File: config.mk
export PLATFORM = sky130hd
export DESIGN_NAME = out_port_uart_tx
export DESIGN_NICKNAME = d
export VERILOG_FILES = /design/src/rtl/superbit_pkg.sv /design/src/rtl/sync_fifo.sv /design/src/rtl/out_port_uart_tx.sv
export SDC_FILE = /design/constraint.sdc
export NUM_CORES = 1
export LEC_CHECK = 0
export BUFFER_PORTS_ARGS = -buffer_cell sky130_fd_sc_hd__buf_2
export CORE_MARGIN = 1.5
export CORE_UTILIZATION = 50
export DETAILED_ROUTE_END_ITERATION = 7
export PLACE_DENSITY = 0.67
export SETUP_SLACK_MARGIN = 0.4
export SKIP_CTS_REPAIR_TIMING = 1
export SLEW_MARGIN = 40
export SYNTH_ARGS = -nofsm -noshare
export SYNTH_HDL_FRONTEND = slang
export SYNTH_HIERARCHICAL = 1
export SYNTH_SLANG_ARGS = --single-unit
File: constraint.sdc
create_clock -name sclk -period 6.4 [get_ports sclk]
set_clock_uncertainty 0.1 [all_clocks]
set_input_delay 0.64 -clock sclk [delete_from_list [all_inputs] [get_ports sclk]]
set_output_delay 0.64 -clock sclk [all_outputs]
set_load 0.1 [all_outputs]
File: src/rtl/superbit_pkg.sv
// Shared constants for the SuperBit output-port UART: FSM encoding,
// character width and the default bit period.
package superbit_pkg;

  localparam logic [1:0] ST_IDLE  = 2'd0;
  localparam logic [1:0] ST_START = 2'd1;
  localparam logic [1:0] ST_DATA  = 2'd2;
  localparam logic [1:0] ST_STOP  = 2'd3;

  typedef enum logic [1:0] {
    S_IDLE  = ST_IDLE,
    S_START = ST_START,
    S_DATA  = ST_DATA,
    S_STOP  = ST_STOP
  } tx_state_t;

  localparam int UART_DATA_BITS = 8;

  // 115200 baud from a 100 MHz system clock
  localparam int CLKS_PER_BIT_DEF = 868;

endpackage

File: src/rtl/sync_fifo.sv
// Single-clock FIFO with a combinational head read. A push is accepted when
// the FIFO is not full, or when it is full and a pop frees the head slot on
// the same edge. A pop on an empty FIFO is ignored.
module sync_fifo #(
  parameter int DATA_W = 16,
  parameter int DEPTH  = 4
) (
  input  logic                    clk,
  input  logic                    rst,
  input  logic                    push,
  input  logic                    pop,
  input  logic [DATA_W-1:0]       din,
  output logic [DATA_W-1:0]       dout,
  output logic                    full,
  output logic                    empty,
  output logic [$clog2(DEPTH):0]  count
);

  localparam int AW = $clog2(DEPTH);
  localparam int CW = AW + 1;

  logic [DATA_W-1:0] r_mem [DEPTH];
  logic [AW-1:0]     r_wr_ptr;
  logic [AW-1:0]     r_rd_ptr;
  logic [CW-1:0]     r_count;
  logic              w_do_push;
  logic              w_do_pop;

  assign empty     = (r_count == '0);
  assign full      = (r_count == CW'(DEPTH));
  assign w_do_pop  = pop & ~empty;
  assign w_do_push = push & (~full | w_do_pop);
  assign dout      = r_mem[r_rd_ptr];
  assign count     = r_count;

  // Storage array: written at the tail on an accepted push
  always_ff @(posedge clk) begin
    if (w_do_push) begin
      r_mem[r_wr_ptr] <= din;
    end
  end

  // Pointers wrap naturally at the power-of-2 depth; count tracks occupancy
  always_ff @(posedge clk) begin
    if (rst) begin
      r_wr_ptr <= '0;
      r_rd_ptr <= '0;
      r_count  <= '0;
    end else begin
      if (w_do_push) begin
        r_wr_ptr <= r_wr_ptr + AW'(1);
      end
      if (w_do_pop) begin
        r_rd_ptr <= r_rd_ptr + AW'(1);
      end
      case ({w_do_push, w_do_pop})
        2'b10:   r_count <= r_count + CW'(1);
        2'b01:   r_count <= r_count - CW'(1);
        default: r_count <= r_count;
      endcase
    end
  end

endmodule

File: src/rtl/out_port_uart_tx.sv
// CPU output port to UART bridge. Each 16-bit word written by the CPU is
// buffered in a small FIFO and sent as two 8N1 characters, low byte first.
// The second character follows the first stop bit with no idle gap.
module out_port_uart_tx
  import superbit_pkg::*;
#(
  parameter int CLKS_PER_BIT = CLKS_PER_BIT_DEF,
  parameter int FIFO_DEPTH   = 4
) (
  input  logic        sclk,
  input  logic        rst,
  input  logic [15:0] out_data,
  input  logic        out_we,
  output logic        txd,
  output logic        fifo_full,
  output logic        busy,
  output logic        overflow
);

  localparam int BAUD_W = (CLKS_PER_BIT > 1) ? $clog2(CLKS_PER_BIT) : 1;
  localparam int BIT_W  = $clog2(UART_DATA_BITS);
  localparam int CNT_W  = $clog2(FIFO_DEPTH) + 1;

  localparam logic [BAUD_W-1:0] BAUD_LAST = BAUD_W'(CLKS_PER_BIT - 1);
  localparam logic [BIT_W-1:0]  BIT_LAST  = BIT_W'(UART_DATA_BITS - 1);

  tx_state_t         r_state;
  logic [BAUD_W-1:0] r_baud;
  logic [BIT_W-1:0]  r_bit_idx;
  logic              r_byte_sel;
  logic [15:0]       r_shadow;
  logic              r_txd;
  logic              r_overflow;

  logic [15:0]       w_fifo_dout;
  logic              w_fifo_full;
  logic              w_fifo_empty;
  logic [CNT_W-1:0]  w_fifo_count;
  logic              w_push;
  logic              w_pop;
  logic              w_baud_done;
  logic [7:0]        w_byte;
  logic [BIT_W-1:0]  w_next_idx;

  // A write coinciding with reset is discarded
  assign w_push      = out_we & ~rst;
  // The head word is taken only from IDLE, and only when there is one
  assign w_pop       = (r_state == S_IDLE) & ~w_fifo_empty;
  assign w_baud_done = (r_baud == BAUD_LAST);
  assign w_byte      = r_byte_sel ? r_shadow[15:8] : r_shadow[7:0];
  assign w_next_idx  = r_bit_idx + BIT_W'(1);

  sync_fifo #(
    .DATA_W (16),
    .DEPTH  (FIFO_DEPTH)
  ) u_fifo (
    .clk   (sclk),
    .rst   (rst),
    .push  (w_push),
    .pop   (w_pop),
    .din   (out_data),
    .dout  (w_fifo_dout),
    .full  (w_fifo_full),
    .empty (w_fifo_empty),
    .count (w_fifo_count)
  );

  // Shadow copy of the word in flight, so later CPU writes cannot disturb it
  always_ff @(posedge sclk) begin
    if (w_pop) begin
      r_shadow <= w_fifo_dout;
    end
  end

  // Sticky overflow: a write arrived while full and nothing was leaving
  always_ff @(posedge sclk) begin
    if (rst) begin
      r_overflow <= 1'b0;
    end else if (out_we && w_fifo_full && !w_pop) begin
      r_overflow <= 1'b1;
    end
  end

  // Transmit FSM; txd is registered and set one edge ahead of each bit
  always_ff @(posedge sclk) begin
    if (rst) begin
      r_state    <= S_IDLE;
      r_baud     <= '0;
      r_bit_idx  <= '0;
      r_byte_sel <= 1'b0;
      r_txd      <= 1'b1;
    end else begin
      case (r_state)
        S_IDLE: begin
          r_baud <= '0;
          r_txd  <= 1'b1;
          if (!w_fifo_empty) begin
            r_byte_sel <= 1'b0;
            r_txd      <= 1'b0;
            r_state    <= S_START;
          end
        end
        S_START: begin
          if (w_baud_done) begin
            r_baud    <= '0;
            r_bit_idx <= '0;
            r_txd     <= w_byte[0];
            r_state   <= S_DATA;
          end else begin
            r_baud <= r_baud + BAUD_W'(1);
          end
        end
        S_DATA: begin
          if (w_baud_done) begin
            r_baud <= '0;
            if (r_bit_idx == BIT_LAST) begin
              r_txd   <= 1'b1;
              r_state <= S_STOP;
            end else begin
              r_bit_idx <= w_next_idx;
              r_txd     <= w_byte[w_next_idx];
            end
          end else begin
            r_baud <= r_baud + BAUD_W'(1);
          end
        end
        S_STOP: begin
          if (w_baud_done) begin
            r_baud <= '0;
            if (!r_byte_sel) begin
              // High byte follows immediately, no idle bit between them
              r_byte_sel <= 1'b1;
              r_txd      <= 1'b0;
              r_state    <= S_START;
            end else begin
              r_txd   <= 1'b1;
              r_state <= S_IDLE;
            end
          end else begin
            r_baud <= r_baud + BAUD_W'(1);
          end
        end
        default: begin
          r_txd   <= 1'b1;
          r_state <= S_IDLE;
        end
      endcase
    end
  end

  assign txd       = r_txd;
  assign fifo_full = w_fifo_full;
  assign overflow  = r_overflow;
  assign busy      = (w_fifo_count != '0) || (r_state != S_IDLE);

endmodule

==> results.json <==
{
  "ys_async_sr_fraction": 0,
  "grt_max_degree": 24,
  "clkLatencyLatePin_ps": 360,
  "met3_usage": 0.04841,
  "synth_cells": 277,
  "ir_drop_mv": 0.1583,
  "antenna_cells": 0,
  "worst_slew_pin_slew_ps": 833.9,
  "core_um2": 8636,
  "max_freq_mhz": 324.9,
  "setup_viol": 0,
  "power.share.combinational": 0.141,
  "cp-start-kind": "flop",
  "ys_seq_area_frac": 0.6678,
  "critPathKind": "flop to flop",
  "slew_violations": 0,
  "yosysWarnings": 6,
  "h-tree-depth": 3,
  "yosysTopAreaCellShare": 0.5451,
  "routed-via-count": 2278,
  "status": "finished, final reports clean",
  "die-area_um2": 9386,
  "syn_to_final_growth_pct": 8.688,
  "drc_errors": 0,
  "intPower_uw": 985.0,
  "dr.pass1.iters": 5,
  "gp_congestion": 0.9011,
  "wirelength_um": 6966,
  "power_density_nw_per_um2": 287.4,
  "drv_cap": 0,
  "final_nets": 332,
  "slew_headroom": 0.4433,
  "cts_tree": "yes",
  "die_x_um": 96.88,
  "portBuffers": 22,
  "grt_pass1_wl_um": 11690,
  "fin_crit_sh": 0.4810,
  "rsz0062_at_grt": "no",
  "gr-max-usage-layer": "met2",
  "via_per_inst": 5.502,
  "period_minus_slack_ps": 3078,
  "antenna_found_initial": 0,
  "netlist_area_um2": 4407,
  "io_pins": 23,
  "synthFlopType": "edfxtp_1",
  "cts_sinks": 107,
  "die_y_um": 96.88,
  "clkTransAtPathRegs_ps": 100,
  "power_switching_uw": 391.5,
  "rows": 34,
  "hold_viol_final": 0,
  "yosys.cell_types.count": 48,
  "gr-usage-met2": 0.2593,
  "cp_max_fo": 23,
  "rrSetupSlack_ps": 3320,
  "setup_tns_ps": 0,
  "arrival_ps": 3250,
  "drt-initial-drc-count": 111,
  "start_util": 0.5103,
  "first_global_vias": 2296,
  "synth_top_area_cell": "edfxtp_1",
  "drive_gt1_frac": 0.2222,
  "gr-total-overflow": 0,
  "critPathCaptureType": "flop",
  "syn_avg_cell_area_um2": 15.91,
  "synth_nets": 308,
  "hpwl_um": 4612,
  "swShare": 0.2844,
  "cts_made_buffers": 9,
  "p_leak_nw": 1.577,
  "worstHoldPathType": "flop to flop",
  "grt_util_met1": 0.2094,
  "synth-seq-cells": 107,
  "synth.top_cells.by_area": "edfxtp_1, dfxtp_1, mux4_2, ha_1, xor2_1",
  "clockPowerShare": 0.287,
  "ant_nets": 0,
  "cts_buffer_depth": 2,
  "holdWs_ps": 373.7,
  "grt_use_total": 0.1605,
  "wl_per_cell_um": 16.83,
  "critPathRequiredTime_ps": 6570,
  "root_buffer": "clkbuf_8",
  "power_frac_seq": 0.572,
  "synth_edf_count": 80
}
cells in the final DEF, fill, tap and decap left out, types with 3 or more instances in the layout:
| master | count |
|---|---|
| nand2_1 | 5 |
| nand4_1 | 4 |
| o21ai_0 | 7 |
| nor2_1 | 20 |
| edfxtp_1 | 80 |
| mux2i_1 | 6 |
| ha_1 | 11 |
| nand3_1 | 6 |
| clkbuf_8 | 9 |
| dfxtp_1 | 27 |
| a21oi_1 | 7 |
| and2_2 | 4 |
| xnor2_1 | 4 |
| nor3_1 | 4 |
| buf_2 | 22 |
| inv_1 | 13 |
| xor2_1 | 9 |
| mux4_2 | 19 |
| and3_1 | 3 |
| nand2b_1 | 4 |
power by group through the flow:
stage	Clock [mW]	Sequential [mW]	Combinational [mW]
final	0.395	0.787	0.195
after global routing	0.439	0.791	0.211
after CTS	0.409	0.788	0.196
after detailed placement	0	0.804	0.195
after global placement	0	0.802	0.192
after floorplan	0	0.823	0.131
per-layer routing:
metal	wire [um]	vias to the layer above
li1	-	1108
met1	3289	1131
met2	3410	33
met3	192	6
met4	73	0
met5	0	-
synthesized netlist by cell type (all sizes together), types with 5 or more instances:
cell	count
xor2	9
nor2	20
mux2i	6
ha	11
inv	14
o21ai	7
nand2	5
mux4	19
buf	9
edfxtp	80
nand3	6
dfxtp	27
a21oi	7
state kept, by name, summed over array words and instances, names as in the netlist, named ones only:
signal	count
u_fifo/count	3
overflow	1
u_fifo/r_mem	64
u_fifo/r_wr_ptr	2
u_fifo/r_rd_ptr	2
r_shadow	16
txd	1
r_byte_sel	1
r_bit_idx	3
r_state	2
r_baud	10
metrics by stage:
stage / worst slack, ps / total power, mW / std cells / cell area [um^2] / utilization
3_5_place_dp: 3134 / 0.9992 / 398 / 4592 / 0.5317
4_1_cts: 3121 / 1.393 / 414 / 4785 / 0.5540
2_1_floorplan: 3119 / 0.9538 / 277 / 4407 / -
3_3_place_gp: 3233 / 0.9939 / 398 / 4592 / 0.5317
6_report: 3322 / 1.377 / 414 / 4790 / 0.5546
5_1_grt: 3039 / 1.441 / 414 / 4790 / 0.5546
cell families after synthesis:
| family | Yosys count | share of synthesized area |
|---|---|---|
| buffers and inverters | 24 | 0.02726 |
| DFF | 107 | 0.6678 |
| muxes | 26 | 0.1133 |
| AOI/OAI and AO/OA | 31 | 0.04912 |
| and+or+nand+nor | 64 | 0.08092 |
| xor gates and xnor gates | 13 | 0.02584 |
| adders and majority gates | 12 | 0.03577 |
critical path, stage by stage, from the launching register on:
cell       delay (ps)
dfxtp_1           410
inv_1              80
ha_1              250
nand2b_1          160
clkinv_1          620
o31a_1            390
nand2b_1          120
fa_1              430
inv_1              70
o2111ai_1         100
a221oi_1          240
final timing paths:
path	start	to	depth (start not counted)
worst max-delay path	r_state[1]$_SDFFE_PP0P_	u_fifo/count[1]$_SDFFE_PP0P_	10
worst min-delay path	r_baud[0]$_SDFF_PP0_	r_baud[0]$_SDFF_PP0_	1
worst max register to register	r_state[1]$_SDFFE_PP0P_	u_fifo/count[1]$_SDFFE_PP0P_	10
worst min register to register	r_baud[0]$_SDFF_PP0_	r_baud[0]$_SDFF_PP0_	1
cell type report:
class / instances / area, um^2
multi-input combinational: 146 / 1349
clock inverter: 7 / 68.82
sequential: 107 / 2943
timing repair buffer: 23 / 117.6
fill: 704 / 3846
clock buffer: 9 / 123.9
tap: 108 / 135.1
inverter: 14 / 52.55
Note: power is estimated with default switching activity, not from simulation.
